--- config.mk ---
export PLATFORM = sky130hd
export DESIGN_NAME = riscv_multicycle_controller
export DESIGN_NICKNAME = d
export VERILOG_FILES = /design/src/rtl/riscv_multicycle_controller.sv
export SDC_FILE = /design/constraint.sdc
export NUM_CORES = 1
export LEC_CHECK = 0
export BUFFER_PORTS_ARGS = -buffer_cell sky130_fd_sc_hd__buf_2
export CAP_MARGIN = 20
export CORE_MARGIN = 8
export CORE_UTILIZATION = 52
export CTS_BUF_LIST = sky130_fd_sc_hd__clkbuf_8
export CTS_CLUSTER_DIAMETER = 120
export DETAILED_ROUTE_END_ITERATION = 10
export HOLD_SLACK_MARGIN = 0.15
export PLACE_DENSITY = 0.88
export SYNTH_ARGS = -nofsm -noshare
export SYNTH_HDL_FRONTEND = slang
export SYNTH_SLANG_ARGS = --single-unit
--- constraint.sdc ---
create_clock -name clk -period 4.7 [get_ports clk]
set_input_delay 0.94 -clock clk [delete_from_list [all_inputs] [get_ports clk]]
set_output_delay 0.94 -clock clk [all_outputs]
set_load 0.05 [all_outputs]
--- src/rtl/riscv_multicycle_controller.sv ---
// Multicycle RISC-V control FSM: sequences fetch/decode/execute/memory/writeback
// and drives every datapath select and write enable from opcode, func3/func7 and flags.
module riscv_multicycle_controller (
  input  logic       clk,
  input  logic       reset,
  input  logic [6:0] opcode,
  input  logic [2:0] func3,
  input  logic       func7,
  input  logic       zero,
  input  logic       neg,
  output logic       PCWrite,
  output logic       addrSrc,
  output logic       memWrite,
  output logic       IRWrite,
  output logic       regWrite,
  output logic [1:0] resultSrc,
  output logic [1:0] ALUSrcA,
  output logic [1:0] ALUSrcB,
  output logic [2:0] ALUControl,
  output logic [2:0] immSrc,
  output logic       instrDone,
  output logic       trap,
  output logic [3:0] o_dbg_state
);

  typedef enum logic [3:0] {
    S_FETCH     = 4'd0,
    S_DECODE    = 4'd1,
    S_EXEC_R    = 4'd2,
    S_EXEC_I    = 4'd3,
    S_ALU_WB    = 4'd4,
    S_MEM_ADR   = 4'd5,
    S_MEM_READ  = 4'd6,
    S_MEM_WB    = 4'd7,
    S_MEM_WRITE = 4'd8,
    S_BRANCH    = 4'd9,
    S_JAL       = 4'd10,
    S_JALR      = 4'd11,
    S_JALR_PC   = 4'd12,
    S_LUI       = 4'd13,
    S_TRAP      = 4'd14
  } state_t;

  localparam logic [6:0] OP_R    = 7'b0110011;
  localparam logic [6:0] OP_I    = 7'b0010011;
  localparam logic [6:0] OP_LOAD = 7'b0000011;
  localparam logic [6:0] OP_STOR = 7'b0100011;
  localparam logic [6:0] OP_BR   = 7'b1100011;
  localparam logic [6:0] OP_JAL  = 7'b1101111;
  localparam logic [6:0] OP_JALR = 7'b1100111;
  localparam logic [6:0] OP_LUI  = 7'b0110111;

  state_t     r_state;
  logic       w_alu_f3_bad;
  logic [2:0] w_alu_op;
  logic [2:0] w_dec_imm;
  logic       w_br_valid;
  logic       w_br_taken;
  logic       w_pcw, w_irw, w_regw, w_memw, w_done, w_trap;

  assign w_alu_f3_bad = (func3 == 3'b001) || (func3 == 3'b101);
  assign o_dbg_state  = r_state;

  // func7 selects sub only for R-type; immediate forms have no subtract
  always_comb begin
    w_alu_op = 3'b000;
    case (func3)
      3'b000:  w_alu_op = (opcode == OP_R && func7) ? 3'b001 : 3'b000;
      3'b111:  w_alu_op = 3'b010;
      3'b110:  w_alu_op = 3'b011;
      3'b100:  w_alu_op = 3'b100;
      3'b010:  w_alu_op = 3'b101;
      3'b011:  w_alu_op = 3'b110;
      default: w_alu_op = 3'b000;
    endcase
  end

  always_comb begin
    w_dec_imm = 3'b000;
    case (opcode)
      OP_STOR: w_dec_imm = 3'b001;
      OP_BR:   w_dec_imm = 3'b010;
      OP_JAL:  w_dec_imm = 3'b011;
      OP_LUI:  w_dec_imm = 3'b100;
      default: w_dec_imm = 3'b000;
    endcase
  end

  always_comb begin
    w_br_valid = 1'b1;
    w_br_taken = 1'b0;
    case (func3)
      3'b000:  w_br_taken = zero;
      3'b001:  w_br_taken = ~zero;
      3'b100:  w_br_taken = neg;
      3'b101:  w_br_taken = ~neg;
      default: w_br_valid = 1'b0;
    endcase
  end

  always_ff @(posedge clk or negedge reset) begin
    if (!reset) begin
      r_state <= S_FETCH;
    end else begin
      case (r_state)
        S_FETCH:  r_state <= S_DECODE;
        S_DECODE: begin
          case (opcode)
            OP_R:             r_state <= w_alu_f3_bad ? S_TRAP : S_EXEC_R;
            OP_I:             r_state <= w_alu_f3_bad ? S_TRAP : S_EXEC_I;
            OP_LOAD, OP_STOR: r_state <= S_MEM_ADR;
            OP_BR:            r_state <= S_BRANCH;
            OP_JAL:           r_state <= S_JAL;
            OP_JALR:          r_state <= S_JALR;
            OP_LUI:           r_state <= S_LUI;
            default:          r_state <= S_TRAP;
          endcase
        end
        S_EXEC_R, S_EXEC_I: r_state <= S_ALU_WB;
        S_MEM_ADR: begin
          if (func3 != 3'b010)      r_state <= S_TRAP;
          else if (opcode == OP_LOAD) r_state <= S_MEM_READ;
          else                      r_state <= S_MEM_WRITE;
        end
        S_MEM_READ:  r_state <= S_MEM_WB;
        S_BRANCH:    r_state <= w_br_valid ? S_FETCH : S_TRAP;
        S_JAL:       r_state <= S_ALU_WB;
        S_JALR:      r_state <= S_JALR_PC;
        S_JALR_PC:   r_state <= S_ALU_WB;
        S_TRAP:      r_state <= S_TRAP;
        default:     r_state <= S_FETCH;
      endcase
    end
  end

  always_comb begin
    w_pcw      = 1'b0;
    w_irw      = 1'b0;
    w_regw     = 1'b0;
    w_memw     = 1'b0;
    w_done     = 1'b0;
    w_trap     = 1'b0;
    addrSrc    = 1'b0;
    resultSrc  = 2'b00;
    ALUSrcA    = 2'b00;
    ALUSrcB    = 2'b00;
    ALUControl = 3'b000;
    immSrc     = 3'b000;
    case (r_state)
      S_FETCH:     begin w_irw = 1'b1; w_pcw = 1'b1; ALUSrcB = 2'b10; resultSrc = 2'b10; end
      S_DECODE:    begin ALUSrcA = 2'b01; ALUSrcB = 2'b01; immSrc = w_dec_imm; end
      S_EXEC_R:    begin ALUSrcA = 2'b10; ALUControl = w_alu_op; end
      S_EXEC_I:    begin ALUSrcA = 2'b10; ALUSrcB = 2'b01; ALUControl = w_alu_op; end
      S_ALU_WB:    begin w_regw = 1'b1; w_done = 1'b1; end
      S_MEM_ADR:   begin
        ALUSrcA = 2'b10;
        ALUSrcB = 2'b01;
        immSrc  = (opcode == OP_STOR) ? 3'b001 : 3'b000;
      end
      S_MEM_READ:  addrSrc = 1'b1;
      S_MEM_WB:    begin resultSrc = 2'b01; w_regw = 1'b1; w_done = 1'b1; end
      S_MEM_WRITE: begin addrSrc = 1'b1; w_memw = 1'b1; w_done = 1'b1; end
      // Taken/not-taken decided in this cycle straight from the ALU flags
      S_BRANCH:    begin
        ALUSrcA    = 2'b10;
        ALUControl = 3'b001;
        immSrc     = 3'b010;
        w_pcw      = w_br_valid & w_br_taken;
        w_done     = w_br_valid;
      end
      S_JAL:       begin ALUSrcA = 2'b01; ALUSrcB = 2'b10; w_pcw = 1'b1; immSrc = 3'b011; end
      S_JALR:      begin ALUSrcA = 2'b10; ALUSrcB = 2'b01; end
      S_JALR_PC:   begin ALUSrcA = 2'b01; ALUSrcB = 2'b10; w_pcw = 1'b1; end
      S_LUI:       begin resultSrc = 2'b11; immSrc = 3'b100; w_regw = 1'b1; w_done = 1'b1; end
      S_TRAP:      w_trap = 1'b1;
      default:     ;
    endcase
  end

  // Enables are masked while reset is low so no write escapes the reset cycle
  assign PCWrite   = w_pcw  & reset;
  assign IRWrite   = w_irw  & reset;
  assign regWrite  = w_regw & reset;
  assign memWrite  = w_memw & reset;
  assign instrDone = w_done & reset;
  assign trap      = w_trap & reset;

endmodule

# == Word-level counts from Yosys, hierarchy flattened ==
# Cells that the tools add are included.
# classes
reduce_logical,15
n_div,0
n_addsub,0
eq_ne,30
multipliers,0
mux,25
n_shift,0
n_bitwise,9
magnitude_cmp,0
# ops
cell,n
4-bit case mux with 8 select lines,1
"4-bit == test, second input constant",7
4-bit case mux with 7 select lines,1
"7-bit by 6-bit == test with 1-bit output, second input constant",3
"7-bit == test, second input constant",3
4-bit two-way mux,5
3-bit case mux with 6 select lines,1
"4-bit by 3-bit == test with 1-bit output, second input constant",4
4-bit OR reduction,4
3-bit case mux with 5 select lines,1
"3-bit == test, second input constant",4
3-bit case mux with 4 select lines,1
3-bit OR reduction,3
"4-bit by 2-bit == test with 1-bit output, second input constant",2
1-bit two-way mux,8
2-bit case mux with 2 select lines,2
1-bit bitwise AND,7
"7-bit by 2-bit == test with 1-bit output, second input constant",1
"7-bit by 5-bit == test with 1-bit output, second input constant",1
"3-bit by 2-bit == test with 1-bit output, second input constant",2
2-bit case mux with 3 select lines,1
3-bit case mux with 2 select lines,1
2-bit OR reduction,3
5-bit OR reduction,1
10 further kinds,12
# word_totals
mem_count,0
elab_cells,80
reg_bits,4
ram_bits,0
rom_bits,0
latchBits,0
out_inout_bits,23
input_bits,15

# == Longest topological paths before layout ==
# Gate-level depths: netlist of the first run.
# logic_depth
depth_word,6
ltp_mapped,6
ltp_nobuf,4

# == Worst setup path before layout of the first run ==
# No wires, ideal clock.
# synth_path
path_type,in2out
start,in opcode[2]
end,out ALUControl[0]
arrival_ns,2.826
setup_slack_ns,0.934
path_stages,4
path_cell_list,clkbuf_1 -> or3_4 -> or4_1 -> a21oi_1
# synth_between
elab_chain_cells,5
# synth_lines
item,line_no,rtl
start: declaration,6,"input logic [6:0] opcode,"
7-bit by 6-bit == test with 1-bit output,68,3'b000: w_alu_op = (opcode == OP_R && func7) ? 3'b001 : 3'b000;
1-bit logical AND,68,
1-bit two-way mux,68,
3-bit case mux with 6 select lines,67,case (func3)
3-bit case mux with 2 select lines,149,case (r_state)
end: declaration,19,"output logic [2:0] ALUControl,"
# Every way passes these cells.

# == Worst setup path in the final report of the first run ==
# layout_path
start,in opcode[3]
end,out ALUControl[0]
# Same word-level chain as after synthesis.

==> results.py, run 1 <==
metrics = {
    "status": {
        "status": "complete, no violations",
    },
    "power_and_ir_drop": {
        "power.share.clock_pct": 10.0,
        "ir_drop_mv": 0.411,
        "sequentialPowerShare_pct": 18.0,
        "power_density_nw_per_um2": 699,
        "p_sw_w": 0.000482,
        "power.leakage_nw": 0.515,
        "power_frac_comb_pct": 72.0,
        "switching_share_pct": 65.3,
        "p_int_w": 0.000256,
    },
    "global_route": {
        "grt_pass1_wl_mm": 4.69,
        "grt_usage_pct": 16.8,
        "antenna_found_initial": 0,
        "gr-total-overflow": 0,
        "grt_pass1_vias": 1050,
        "grt_max_degree": 31,
    },
    "final_layout": {
        "drive_gt1_share_pct": 29.8,
        "area_growth_pct": 24.1,
        "post-route-util_pct": 69.3,
        "nFillCells": 141,
        "num_antenna_cells": 0,
        "nNetsFinal": 178,
        "largest_register_ffs": 4,
    },
    "critical_path": {
        "arrival_ps": 2620,
        "slowest_stage": "or4_1",
        "critPathLaunchType": "input port",
        "worstSetupPathType": "input port to primary output",
        "crit_chain": "buf_2 -> or2_4 -> or3_4 -> or4_1 -> a21oi_1 -> buf_2",
        "cp.required_ps": 3760,
        "cp_max_fo": 6,
        "cp-end-kind": "primary output",
        "path_common_cell": "buf_2",
        "critPathMaxStageDelay_ps": 520,
    },
    "clock_tree": {
        "ctsResizeCount": 0,
        "cts_setup_buffers": 0,
        "cts_inserted_buffers": 3,
        "cts.htree.levels": 1,
        "cts.clk_slew.worst_paths_ps": 30,
        "clk_latency_ps": 220,
        "ctsHoldBuffers": 0,
        "cts_tree": "done",
        "cts.sinks": 4,
        "clock_tree.buffer_depth": 2,
        "cts_root_buffer": "clkbuf_8",
    },
    "floorplanning": {
        "start_util_pct": 55.8,
        "fp.dieH_um": 56.5,
        "die-area_um2": 3190,
        "io_pins": 38,
        "fp-row-count": 14,
        "fp.coreArea_um2": 1520,
        "die_x_um": 56.5,
    },
    "route": {
        "drt_iter0_markers": 62,
        "routedWlPerCell_um": 15.7,
        "final_antenna_net_count": 0,
        "dr.pass1.iters": 4,
        "route.detailed.drc": 0,
        "vias": 1117,
        "viasPerCell": 6.31,
        "wirelength_mm": 2.77,
    },
    "min_path": {
        "hold_path_class": "input port to asynchronous set/reset pin",
    },
    "yosys": {
        "async_flop_share_pct": 100,
        "syn-cell-area_um2": 851,
        "synthesis.instances": 132,
        "ys_seq_area_share_pct": 11.8,
        "syn_nets": 147,
        "synthFlopType": "dfrtp_1",
        "synth-edff-count": 0,
        "synthDistinctLibCells": 42,
        "ys_warn_count": 0,
        "synth_seq_cells": 4,
        "syn_area_per_cell_um2": 6.45,
    },
    "placement": {
        "portBuffers": 37,
        "dpl.hpwl_mm": 2.05,
        "gp_congestion": 0.987,
    },
    "sta": {
        "timing.final.crit_share_pct": 75.8,
        "setup_tns_ps": 0,
        "setup_viol": 0,
        "hold_viol_final": 0,
        "rsz0062_at_grt": "no",
        "max_freq_mhz": 281,
        "tightest_slew_ps": 846,
        "skew_ps": 3.83,
        "min_period_ps": 3560,
        "slew_headroom_pct": 43.6,
        "slew_violations": 0,
    },
    "run": {
        "drv_cap": 0,
    },
}
kinds of logic after synthesis:
group / synth area share [%]
and+or+nand+nor: 46.8
AOI/OAI and AO/OA: 30.3
buffers and inverters: 5.74
DFF: 11.8
xor gates and xnor gates: 3.09
muxes: 2.35
synth_stat cells, types with 3 or more instances:
master / count / area [um^2]
nand2b_1: 5 / 31.3
nand2_1: 13 / 48.8
and3_1: 4 / 25.0
nor2b_1: 8 / 50.1
clkbuf_1: 10 / 37.5
or2_2: 3 / 18.8
dfrtp_1: 4 / 100
nor2_1: 12 / 45.0
nand3b_1: 3 / 22.5
a21oi_1: 12 / 60.1
nand3_1: 7 / 35.0
o21ai_0: 10 / 50.1
stage by stage:
step / hold WS [ps] / total power, W / area [um^2] / cells / setup slack [ps]
after floorplan: 644 / 0.000547 / 851 / 132 / 934
after global placement: 778 / 0.000649 / 1010 / 174 / 1160
after detailed placement: 791 / 0.000660 / 1010 / 174 / 1130
after CTS: 563 / 0.000737 / 1060 / 177 / 1130
after global routing: 569 / 0.000789 / 1060 / 177 / 1070
final: 561 / 0.000738 / 1060 / 177 / 1140
power by group through the flow:
stage	Clock, W	Combinational [W]	Sequential, W
finish	0.0000742	0.000531	0.000133
global route	0.0000754	0.000571	0.000142
CTS	0.0000743	0.000534	0.000129
detailed placement	0	0.000531	0.000130
global placement	0	0.000522	0.000127
floorplan	0	0.000436	0.000111
final cells by class:
| type | instances | area (um^2) | area share (%) |
|---|---|---|---|
| multi-input combinational | 115 | 702 | 66.5 |
| inverter | 2 | 7.51 | 0.711 |
| timing repair buffer | 37 | 185 | 17.5 |
| sequential | 4 | 100 | 9.48 |
| clock buffer | 3 | 41.3 | 3.91 |
| tap | 16 | 20.0 | 1.90 |
worst paths after layout:
kind / start / endpoint / slack [ps] / cells past startpoint
max: opcode[3] / ALUControl[0] / 1140 / 6
min: reset / o_dbg_state[3] / 560 / 1
max reg2reg: o_dbg_state[3] / o_dbg_state[2] / 2710 / 4
min reg2reg: o_dbg_state[1] / o_dbg_state[0] / 1020 / 2
max in group asynchronous: reset / o_dbg_state[2] / 3960 / 1
min in group clk: o_dbg_state[1] / o_dbg_state[0] / 1020 / 2
worst max-delay path, delay by kind of cell:
| family | cells | cell delay, ps |
|---|---|---|
| AOI/OAI and AO/OA | 1 | 140 |
| buffers and inverters | 2 | 420 |
| and+or+nand+nor | 3 | 1120 |
metal layers:
metal | track usage [%] | vias up | share of wire [%]
li1 | - | 546 | -
met1 | 19.4 | 502 | 40
met2 | 28.7 | 59 | 49
met3 | 3.60 | 10 | 8.0
met4 | 6.87 | 0 | 2.5
met5 | 0 | - | 0
placed cells by master, fill, tap and decap left out, drive strengths merged, types with 3 or more instances in the layout:
master	netlist	layout
nand2	13	13
o21ai	10	10
and3	4	4
nand3	7	7
nand2b	5	5
dfrtp	4	4
nor2b	8	8
nor2	12	12
or2	4	4
clkbuf	10	3
nand3b	3	3
or3	3	3
a21oi	12	12
buf	1	37
Power figures use the tool's default switching activity.
==> run 2, diff against run 1 <==
Settings changed: CORE_UTILIZATION 52 to 49, PLACE_DENSITY 0.88 to 0.84.
Clock period 4.7 ns to 3.3 ns, I/O delays scaled along.
==> results.py, run 2 (same netlist as run 1, synthesis figures left out) <==
metrics = {
    "status": {
        "status": "complete, no violations",
    },
    "final_layout": {
        "layout_commonest_cell": "buf_2",
        "drive_gt1_share_pct": 32.1,
        "fin_cells": 182,
        "num_antenna_cells": 0,
        "largest_register_ffs": 4,
        "area_growth_pct": 28.2,
        "nNetsFinal": 182,
        "layout_common_cells": "buf_2, nand2_1, nor2_1",
        "final_area_um2": 1090,
    },
    "sta": {
        "hold_viol_final": 0,
        "tightest_slew_ps": 652,
        "slew_headroom_pct": 56.6,
        "slew_violations": 0,
        "timing.final.crit_share_pct": 90.9,
        "max_freq_mhz": 333,
        "skew_ps": 2.30,
        "min_period_ps": 3000,
        "setup_tns_ps": 0,
        "rsz0062_at_grt": "no",
        "setup_viol": 0,
    },
    "critical_path": {
        "cp_max_fo": 6,
        "worstSetupPathType": "input port to primary output",
        "reg2reg_from": "o_dbg_state[0]",
        "r2r_slack_ps": 1460,
        "startpoint": "opcode[3]",
        "arrival_ps": 2340,
        "cp.required_ps": 2640,
        "cp-end-kind": "primary output",
        "critPathLaunchType": "input port",
    },
    "global_route": {
        "gr-usage-met3_pct": 4.42,
        "grt_max_degree": 24,
        "grt-busiest-layer": "met2",
        "met1_usage_pct": 19.8,
        "grt_pass1_wl_mm": 4.89,
        "grt_pass1_vias": 1135,
        "grt_usage_pct": 17.4,
        "antenna_found_initial": 0,
        "gr-total-overflow": 0,
        "grtUsageMet2_pct": 29.7,
    },
    "clock_tree": {
        "clk_latency_ps": 220,
        "cts_root_buffer": "clkbuf_8",
        "ctsHoldBuffers": 0,
        "clock_tree.buffer_depth": 2,
        "cts_tree": "done",
        "cts.clk_slew.worst_paths_ps": 30,
        "ctsResizeCount": 0,
        "cts.htree.levels": 1,
        "cts_setup_buffers": 0,
        "cts.sinks": 4,
        "cts_inserted_buffers": 3,
    },
    "placement": {
        "dp_cells": 179,
        "place_area_um2": 1050,
        "gp_congestion": 0.926,
        "dpl.hpwl_mm": 2.13,
        "portBuffers": 37,
    },
    "floorplanning": {
        "fp.coreArea_um2": 1670,
        "die_x_um": 57.7,
        "io_pins": 38,
        "fp.dieH_um": 57.7,
        "die-area_um2": 3330,
        "start_util_pct": 50.9,
        "fp-row-count": 15,
    },
    "route": {
        "final_antenna_net_count": 0,
        "drt_iter0_markers": 21,
        "vias": 1157,
        "routedWlPerCell_um": 15.1,
        "route.detailed.drc": 0,
        "dr.pass1.iters": 4,
        "wirelength_mm": 2.76,
        "viasPerCell": 6.36,
    },
    "run": {
        "drv_cap": 0,
    },
    "power_and_ir_drop": {
        "ir_drop_mv": 0.429,
        "power.leakage_nw": 0.536,
        "power_density_nw_per_um2": 992,
        "p_total_w": 0.00108,
    },
    "min_path": {
        "hold_path_class": "input port to asynchronous set/reset pin",
    },
}
## run 2: cell types whose count changed in the layout (fill, tap and decap cells not counted), sizes merged
cell	previous run	this run
buf	37	41
## run 2: final timing paths
| check | endpoint | depth (start not counted) |
|---|---|---|
| setup / recovery | ALUControl[0] | 6 |
| hold reg to reg | o_dbg_state[0] | 3 |
| hold / removal | o_dbg_state[2] | 1 |
| setup reg to reg | o_dbg_state[2] | 4 |
| min in group clk | o_dbg_state[0] | 3 |
| max in group asynchronous | o_dbg_state[0] | 1 |
## run 2: final cells by class
type / instances / area [um^2]
Multi-Input combinational cell: 115 / 706
Tap cell: 17 / 21.3
Fill cell: 164 / 579
Clock buffer: 3 / 41.3
Sequential cell: 4 / 100
Inverter: 2 / 7.51
Timing Repair Buffer: 41 / 215
## run 2: stage by stage
| step | utilization (%) | worst slack (ps) | hold WS (ps) |
|---|---|---|---|
| after floorplan | - | 77.7 | 364 |
| after global placement | 62.8 | 324 | 499 |
| after detailed placement | 62.8 | 317 | 504 |
| after CTS | 65.3 | 313 | 278 |
| after global routing | 65.3 | 242 | 281 |
| final | 65.3 | 300 | 276 |
## run 2: worst max-delay path: stages
cell and delay (ps):
buf_2 130, or2_4 260, or3_4 340, or4_1 520
a21oi_1 150, buf_2 280
## run 2: per-layer routing
| layer | routed length (um) | vias to the layer above |
|---|---|---|
| li1 | - | 558 |
| met1 | 1150 | 532 |
| met2 | 1340 | 59 |
| met3 | 197 | 8 |
| met4 | 66 | 0 |
| met5 | 0 | - |
## run 2: where the power goes
group,internal [W],switching (W)
registers,0.0000701,0.0000652
clock network,0.0000776,0.0000240
logic,0.000243,0.000603
total,0.000391,0.000692
==> run 3, diff against run 2 <==
Clock period 3.3 ns to 3.21 ns, I/O delays scaled along.
==> results.py, run 3 (same netlist as run 1, synthesis figures left out) <==
metrics = {
    "power_and_ir_drop": {
        "p_int_w": 0.000402,
        "p_sw_w": 0.000711,
        "power_density_nw_per_um2": 1020,
        "power_frac_comb_pct": 78.0,
        "power.share.clock_pct": 9.6,
        "power.leakage_nw": 0.536,
        "ir_drop_mv": 0.437,
        "sequentialPowerShare_pct": 12.4,
        "switching_share_pct": 63.9,
        "p_total_w": 0.00111,
    },
    "final_layout": {
        "largest_register_ffs": 4,
        "post-route-util_pct": 65.3,
        "layout_commonest_cell": "buf_2",
        "layout_common_cells": "buf_2, nand2_1, nor2_1",
        "nFillCells": 160,
        "drive_gt1_share_pct": 32.1,
        "multi_input_area_um2": 706,
        "area_growth_pct": 28.2,
        "fin_cells": 182,
        "regArea_um2": 100,
        "num_antenna_cells": 0,
        "nNetsFinal": 182,
    },
    "critical_path": {
        "r2r_slack_ps": 1380,
        "critPathLaunchType": "input port",
        "cp.required_ps": 2570,
        "cp_max_fo": 6,
        "r2r_end": "o_dbg_state[2]",
        "cp-end-kind": "primary output",
        "reg2reg_depth": 4,
        "reg2reg_from": "o_dbg_state[0]",
        "worstSetupPathType": "input port to primary output",
        "arrival_ps": 2320,
    },
    "sta": {
        "hold_viol_final": 0,
        "rsz0062_at_grt": "no",
        "slew_violations": 0,
        "max_freq_mhz": 337,
        "min_period_ps": 2970,
        "setup_viol": 0,
        "timing.final.crit_share_pct": 92.4,
        "slew_headroom_pct": 57.4,
        "fin_ws_ps": 244,
        "setup_tns_ps": 0,
        "tightest_slew_ps": 639,
        "skew_ps": 4.39,
    },
    "placement": {
        "dpl.hpwl_mm": 2.08,
        "gp_congestion": 0.926,
        "dp_cells": 179,
        "portBuffers": 37,
        "dp_slack_ps": 264,
    },
    "clock_tree": {
        "ctsResizeCount": 0,
        "cts.clk_slew.worst_paths_ps": 30,
        "clk_latency_ps": 220,
        "cts_root_buffer": "clkbuf_8",
        "cts.htree.levels": 1,
        "cts_setup_buffers": 0,
        "cts_inserted_buffers": 3,
        "clock_tree.buffer_depth": 2,
        "ctsHoldBuffers": 0,
        "cts.sinks": 4,
        "cts_tree": "done",
    },
    "floorplanning": {
        "fp.dieH_um": 57.7,
        "start_util_pct": 50.9,
        "fp.coreArea_um2": 1670,
        "io_pins": 38,
        "die-area_um2": 3330,
        "die_x_um": 57.7,
        "fp-row-count": 15,
    },
    "global_route": {
        "grt_pass1_wl_mm": 4.73,
        "grt_pass1_vias": 1076,
        "grt_usage_pct": 16.8,
        "grt_max_degree": 24,
        "gr-total-overflow": 0,
        "antenna_found_initial": 0,
    },
    "route": {
        "viasPerCell": 6.20,
        "final_antenna_net_count": 0,
        "route.detailed.drc": 0,
        "vias": 1128,
        "drt_iter0_markers": 32,
        "wirelength_mm": 2.66,
        "dr.pass1.iters": 4,
        "routedWlPerCell_um": 14.6,
    },
    "status": {
        "status": "complete, no violations",
    },
    "run": {
        "drv_cap": 0,
    },
    "min_path": {
        "hold_path_class": "input port to asynchronous set/reset pin",
    },
}
run 3: power by group through the flow:
| stage | registers [W] | clock network, W | logic (W) |
|---|---|---|---|
| 2_1_floorplan | 0.000162 | 0 | 0.000645 |
| 3_3_place_gp | 0.000137 | 0 | 0.000855 |
| 3_5_place_dp | 0.000139 | 0 | 0.000866 |
| 4_1_cts | 0.000138 | 0.000110 | 0.000868 |
| 5_1_grt | 0.000149 | 0.000113 | 0.000933 |
| 6_report | 0.000138 | 0.000107 | 0.000868 |
run 3: worst max-delay path, stage by stage:
cell and delay (ps):
buf_2 140, or2_4 270, or3_4 340, or4_1 520, a21oi_1 150, buf_2 280
run 3: per-stage QoR:
| stage | instance area, um^2 | hold slack, ps |
|---|---|---|
| final | 1090 | 252 |
| after global routing | 1090 | 258 |
| after CTS | 1090 | 252 |
| after detailed placement | 1050 | 486 |
| after global placement | 1050 | 481 |
| after floorplan | 855 | 346 |
run 3: area by class of cell:
class / count / share of cell area, %
Clock buffer: 3 / 3.78
Timing Repair Buffer: 41 / 19.7
Sequential cell: 4 / 9.17
Tap cell: 17 / 1.95
Multi-Input combinational cell: 115 / 64.7
Inverter: 2 / 0.688
run 3: how the worst max path moves through the flow:
| stage | startpoint | end |
|---|---|---|
| floorplan | o_dbg_state[3] | ALUSrcA[0] |
| global placement | opcode[3] | ALUControl[0] |
| detailed placement | opcode[3] | ALUControl[0] |
| CTS | opcode[3] | ALUControl[0] |
| global route | opcode[3] | ALUControl[0] |
| finish | opcode[3] | ALUControl[0] |
run 3: per-layer routing:
layer / global-route usage (%) / part of all wire [%] / vias to the layer above
li1: - / - / 553
met1: 20.0 / 43 / 526
met2: 28.5 / 49 / 45
met3: 3.75 / 6.1 / 4
met4: 6.29 / 1.6 / 0
met5: 0 / 0 / -
